==> config.mk <==
export PLATFORM = sky130hd
export DESIGN_NAME = load_use_ctrl
export DESIGN_NICKNAME = d
export VERILOG_FILES = /design/src/rtl/mycpu_pkg.sv /design/src/rtl/hz_src_match.sv /design/src/rtl/load_use_ctrl.sv
export SDC_FILE = /design/constraint.sdc
export NUM_CORES = 1
export LEC_CHECK = 0
export CAP_MARGIN = 5
export CORE_MARGIN = 3
export CORE_UTILIZATION = 42
export DETAILED_ROUTE_END_ITERATION = 7
export GPL_TIMING_DRIVEN = 0
export HOLD_SLACK_MARGIN = 0.1
export PLACE_DENSITY_LB_ADDON = 0.2
export SLEW_MARGIN = 20
export SYNTH_ARGS = -nofsm -noshare
export SYNTH_HDL_FRONTEND = slang
export SYNTH_SLANG_ARGS = --single-unit
==> constraint.sdc <==
create_clock -name clk -period 2.5 [get_ports clk]
set_input_delay 0.25 -clock clk [delete_from_list [all_inputs] [get_ports clk]]
set_output_delay 0.25 -clock clk [all_outputs]
set_load 0.005 [all_outputs]
==> src/rtl/mycpu_pkg.sv <==
// Shared types for the pipeline interlock controller.
//   mem_state_e : MEM stage occupancy/wait state
//   slot_t      : one in-flight register writer {valid, we, waddr, is_load}
//   REG_ZERO    : hard-wired zero register, never a hazard source
package mycpu_pkg;

    typedef enum logic [1:0] {
        M_EMPTY = 2'd0,
        M_BUSY  = 2'd1,
        M_WAIT  = 2'd2
    } mem_state_e;

    typedef struct packed {
        logic       valid;
        logic       we;
        logic [4:0] waddr;
        logic       is_load;
    } slot_t;

    localparam logic [4:0] REG_ZERO   = 5'd0;
    localparam slot_t      SLOT_EMPTY = '0;

endpackage

==> src/rtl/hz_src_match.sv <==
// Compares one ID source register against one in-flight writer slot.
//   src      : source register number
//   src_used : the instruction actually reads this source
//   slot     : in-flight writer (EXE or MEM)
//   match    : source depends on the slot's pending write
module hz_src_match
    import mycpu_pkg::*;
(
    input  logic [4:0] src,
    input  logic       src_used,
    input  slot_t      slot,
    output logic       match
);

    always_comb begin
        match = src_used & (src != REG_ZERO) & slot.valid & slot.we
              & (slot.waddr == src);
    end

endmodule

==> src/rtl/load_use_ctrl.sv <==
// Pipeline interlock controller: tracks the EXE and MEM register writers,
// stalls ID on load-use hazards that forwarding cannot cover, sequences the
// MEM wait for data-SRAM read data and produces the EXE/MEM allow-in signals.
//   clk, resetn          : clock, synchronous active-low reset
//   ds_*                 : ID-stage instruction fields
//   br_taken_cancel      : raw branch decision from ID
//   data_sram_data_ok    : one-cycle load data return pulse
//   ds_stall             : hold ID
//   es_allow_in          : EXE may accept
//   ms_allow_in          : MEM may accept
//   br_cancel_ok         : branch decision taken from valid operands
//   mem_err              : sticky load timeout
//   stall_cnt            : saturating count of ds_stall cycles
module load_use_ctrl
    import mycpu_pkg::*;
#(
    parameter int unsigned TIMEOUT = 256,
    parameter int unsigned CNT_W   = 32
)
(
    input  logic             clk,
    input  logic             resetn,
    input  logic             ds_valid,
    input  logic [4:0]       ds_rs1,
    input  logic [4:0]       ds_rs2,
    input  logic             ds_rs1_used,
    input  logic             ds_rs2_used,
    input  logic             ds_rf_we,
    input  logic [4:0]       ds_rf_waddr,
    input  logic             ds_is_load,
    input  logic             br_taken_cancel,
    input  logic             data_sram_data_ok,
    output logic             ds_stall,
    output logic             es_allow_in,
    output logic             ms_allow_in,
    output logic             br_cancel_ok,
    output logic             mem_err,
    output logic [CNT_W-1:0] stall_cnt
);

    localparam int unsigned WAIT_W = $clog2(TIMEOUT + 1);

    slot_t             es_q, es_d;
    slot_t             ms_q, ms_d;
    mem_state_e        state_q, state_d;
    logic [WAIT_W-1:0] wait_cnt_q, wait_cnt_d;
    logic              mem_err_q, mem_err_d;
    logic [CNT_W-1:0]  stall_cnt_q, stall_cnt_d;

    logic  m_wait, ms_ready, ds_fire, es_to_ms;
    logic  es_hit1, es_hit2, ms_hit1, ms_hit2;
    slot_t ds_slot;

    hz_src_match u_es_rs1 (.src(ds_rs1), .src_used(ds_rs1_used), .slot(es_q), .match(es_hit1));
    hz_src_match u_es_rs2 (.src(ds_rs2), .src_used(ds_rs2_used), .slot(es_q), .match(es_hit2));
    hz_src_match u_ms_rs1 (.src(ds_rs1), .src_used(ds_rs1_used), .slot(ms_q), .match(ms_hit1));
    hz_src_match u_ms_rs2 (.src(ds_rs2), .src_used(ds_rs2_used), .slot(ms_q), .match(ms_hit2));

    always_comb begin
        m_wait      = (state_q == M_WAIT);
        ms_ready    = (state_q == M_BUSY) | (m_wait & data_sram_data_ok);
        ms_allow_in = (state_q == M_EMPTY) | ms_ready;
        es_allow_in = ~es_q.valid | ms_allow_in;
        // A load in EXE always stalls a consumer; a load in MEM only until
        // its data returns, after which forwarding from MEM covers it.
        ds_stall    = ds_valid & (((es_hit1 | es_hit2) & es_q.is_load)
                    | ((ms_hit1 | ms_hit2) & ms_q.is_load & m_wait & ~data_sram_data_ok));
        br_cancel_ok = br_taken_cancel & ~ds_stall;
        ds_fire     = ds_valid & ~ds_stall & es_allow_in;
        es_to_ms    = es_q.valid & ms_allow_in;

        ds_slot.valid   = 1'b1;
        ds_slot.we      = ds_rf_we;
        ds_slot.waddr   = ds_rf_waddr;
        ds_slot.is_load = ds_is_load;
    end

    always_comb begin
        es_d        = es_q;
        ms_d        = ms_q;
        state_d     = state_q;
        wait_cnt_d  = wait_cnt_q;
        mem_err_d   = mem_err_q;
        stall_cnt_d = stall_cnt_q;

        if (ds_fire) begin
            es_d = ds_slot;
        end else if (es_to_ms) begin
            es_d.valid = 1'b0;
        end

        if (es_to_ms) begin
            ms_d    = es_q;
            state_d = es_q.is_load ? M_WAIT : M_BUSY;
        end else if (ms_ready) begin
            ms_d.valid = 1'b0;
            state_d    = M_EMPTY;
        end

        // Counter holds at TIMEOUT so it cannot wrap during a long wait.
        if (es_to_ms && es_q.is_load) begin
            wait_cnt_d = '0;
        end else if (m_wait && (wait_cnt_q != WAIT_W'(TIMEOUT))) begin
            wait_cnt_d = wait_cnt_q + WAIT_W'(1);
        end

        if (m_wait && !data_sram_data_ok && (wait_cnt_q == WAIT_W'(TIMEOUT - 1))) begin
            mem_err_d = 1'b1;
        end

        if (ds_stall && (stall_cnt_q != '1)) begin
            stall_cnt_d = stall_cnt_q + CNT_W'(1);
        end
    end

    always_ff @(posedge clk) begin
        if (!resetn) begin
            es_q        <= SLOT_EMPTY;
            ms_q        <= SLOT_EMPTY;
            state_q     <= M_EMPTY;
            wait_cnt_q  <= '0;
            mem_err_q   <= 1'b0;
            stall_cnt_q <= '0;
        end else begin
            es_q        <= es_d;
            ms_q        <= ms_d;
            state_q     <= state_d;
            wait_cnt_q  <= wait_cnt_d;
            mem_err_q   <= mem_err_d;
            stall_cnt_q <= stall_cnt_d;
        end
    end

    assign mem_err   = mem_err_q;
    assign stall_cnt = stall_cnt_q;

endmodule

==> impl_metrics.tcl <==
set metrics [dict create \
    status "completed" \
    crit_arrival_ns 2.15 \
    crit_chain "clkdlybuf4s15_2 -> or4_4 -> o21ai_4 -> nor4_1 -> o21ai_1 -> a21bo_1 -> buf_6 -> and2_1 -> dlygate4sd2_1" \
    die_w_um 93.5 \
    clockBufferDepth 2 \
    dieArea_um2 8750 \
    initial_core_util_pct 43.9 \
    p_leak_nw 1.48 \
    period_minus_slack_ns 2.40 \
    start_kind "input port" \
    wl_per_cell_um 16.2 \
    critPathMaxFanout 3 \
    regArea_um2 1210 \
    critPathRequiredTime_ns 2.25 \
    skew_ns 0.00764 \
    place_congestion 0.887 \
    synth_fp_nets 407 \
    synthTopCellsByCount "60 x dfxtp_1, 50 x nand2_1, 24 x mux2i_1, 24 x nor2_1, 19 x nand3_1" \
    cp_top_family "simple AND/OR/NAND/NOR gates" \
    ctsHtreeMaxLevel 3 \
    portBuffers 59 \
    max_stage_delay_ns 0.56 \
    diodes 0 \
    dr.first_iter.drc_count 163 \
    maxCapViolations 0 \
    grt-ovfl-total 0 \
    areaGrowthSynthToFinish_pct 31.9 \
    synth_edf_count 0 \
    rows 31 \
    cts_sinks 60 \
    layout.nets 481 \
    cp.depth 9 \
    ys.flop_type "dfxtp_1" \
    antenna_found_initial 0 \
    dr.pass1.iters 4 \
    cts-root-buf "clkbuf_8" \
    end_kind "output port" \
    r2r_cells 8 \
    r2r_start "stall_cnt[10]" \
    yosysWarnings 0 \
    yosysSeqAreaShare_pct 37.3 \
    finalHoldViolations 0 \
    drive_gt1_share_pct 12.7 \
    yosys-top-cells-area "dfxtp_1 37%, mux2i_1 7.5%, nand2_1 5.8%" \
    nFillCells 645 \
    hp-start "resetn" \
    worst_pin_slew_ns 0.637 \
    numCtsBuffers 9 \
    ys_types 47 \
    clock_latency_ns 0.34 \
    dp_hpwl_um 6190 \
    worstHoldPathCells 3 \
    path_buf_inv 3 \
    die_y_um 93.5 \
    power.density_nw_per_um2 463 \
    holdCritPathClass "in2reg" \
    ys_ff_latch 60 \
    synth.avg_cell_area_um2 8.49 \
    vias 3114 \
    crit_slowest_cell "or4_4" \
    grt_pass1_wl_um 14600 \
    slew_viol_final 0 \
    multi_input_area_um2 1970 \
    postSynthCellCount 379 \
    yosys.area.top_type "dfxtp_1" \
    setup_viol 0 \
    async_flop_share_pct 0 \
    synth_most_common_cell "dfxtp_1" \
    hold_end "stall_cnt[20]" \
    r2r_end "stall_cnt[13]" \
    track_usage_pct 21.1 \
    finalCritPeriodShare_pct 96.0 \
    synth_top_area_share_pct 37.3 \
    tns_ns 0 \
    cts-hold-fix-buffers 0 \
    wirelength_um 9010 \
    ir_drop_uv 243 \
    syn_area_um2 3220 \
    path_clk_slew_ns 0.06 \
    ios 61 \
    cts_tree "yes" \
    grt_pass1_vias 3006 \
    slew_headroom_pct 57.0 \
    reg2reg_slack_ns 0.15 \
    drc_errors 0 \
    via_per_inst 5.59 \
    ant_nets 0 \
    worst-setup-path-type "in2out" \
    grt_max_degree 18 \
    fmax_mhz 417 \
    placed_cell_area_um2 3930 \
    final_area_um2 4250 \
    core_area_um2 7330 \
]
==> stage by stage <==
stage	cells	power (mW)	util, %	setup WS, ns	hold WS [ns]
2_1_floorplan	379	1.09	-	0.452	0.389
3_3_place_gp	537	1.16	53.6	-0.709	0.449
3_5_place_dp	537	1.16	53.6	-0.694	0.457
4_1_cts	555	1.98	57.1	0.0530	0.361
5_1_grt	557	2.04	57.9	-0.000586	0.407
6_report	557	1.96	57.9	0.100	0.396
==> sequential cells by signal, indices dropped and copies added (netlist names) <==
signal / count
stall_cnt: 32
mem_err: 1
state_q: 2
wait_cnt_q: 9
es_q: 8
ms_q: 8
==> how the worst max path moves through the flow <==
stage / startpoint / endpoint / slack (ns)
floorplan: stall_cnt[0] / stall_cnt[23] / 0.45
global placement: ds_rs2[0] / br_cancel_ok / -0.71
detailed placement: ds_rs2[0] / br_cancel_ok / -0.69
CTS: stall_cnt[10] / stall_cnt[13] / 0.05
global route: ds_rs2[2] / br_cancel_ok / -0.0006
finish: ds_rs2[0] / br_cancel_ok / 0.10
==> worst register-to-register path, cell delays in order, from the launching register on <==
cell	delay (ns)
dfxtp_1	0.47
nand4_2	0.22
nor4_4	0.33
nand3_2	0.23
nor2_4	0.29
buf_4	0.25
buf_4	0.22
nor4_1	0.07
o21a_1	0.17
==> cells in the final DEF (no fill, tap or decap), types with 9 or more instances in the layout <==
cell type,count
xor2_1,12
clkbuf_8,12
dfxtp_1,56
nor2_1,22
inv_1,10
a21oi_1,18
clkdlybuf4s50_1,47
nand4_1,11
clkbuf_1,12
nand3_1,19
mux2i_1,24
nand2b_1,17
nand2_1,50
o31ai_1,9
==> cells by family after synthesis <==
kind of cell             Yosys count  synth area share [%]
AND/OR/NAND/NOR                  170                  28.3
flip-flops                        60                  37.3
XOR/XNOR                          25                  6.80
buffers and inverters             30                  4.67
adder cells (fa/ha/maj)            4                  1.56
AO/OA/AOI/OAI                     66                  13.9
multiplexers                      24                  7.46
==> final cells by class <==
type                       count  area share [%]
clock inverter                 1           0.118
multi-input combinational    289            46.4
inverter                      10           0.884
clock buffer                  15            4.16
buffer                        19            2.59
sequential                    60            28.6
tap                           99            2.92
timing repair buffer          64            14.4
==> where the power goes <==
part           leakage (nW)  internal (mW)  total [mW]  switching (mW)
Combinational         0.901         0.0804       0.165          0.0847
Clock                0.0937          0.441       0.809           0.367
Sequential            0.488          0.970       0.991          0.0208
Total                  1.48           1.49        1.96           0.473
==> metal layers <==
metal  part of all wire (%)  global-route usage [%]  up-vias
met5                      0                       0        -
met4                    1.1                    7.46        0
met3                    5.9                    5.47       10
met2                     48                    34.8       85
met1                     45                    26.7     1478
li1                       -                       -     1541
==> timing repair <==
action | 4_1_cts | 5_1_grt
cloned | 0 | 0
pin swaps | 8 | 5
buffers inserted | 3 | 2
gates resized for setup | 33 | 20
setup endpoints to repair | 11 | 24
(Power assumes the default switching activity.)
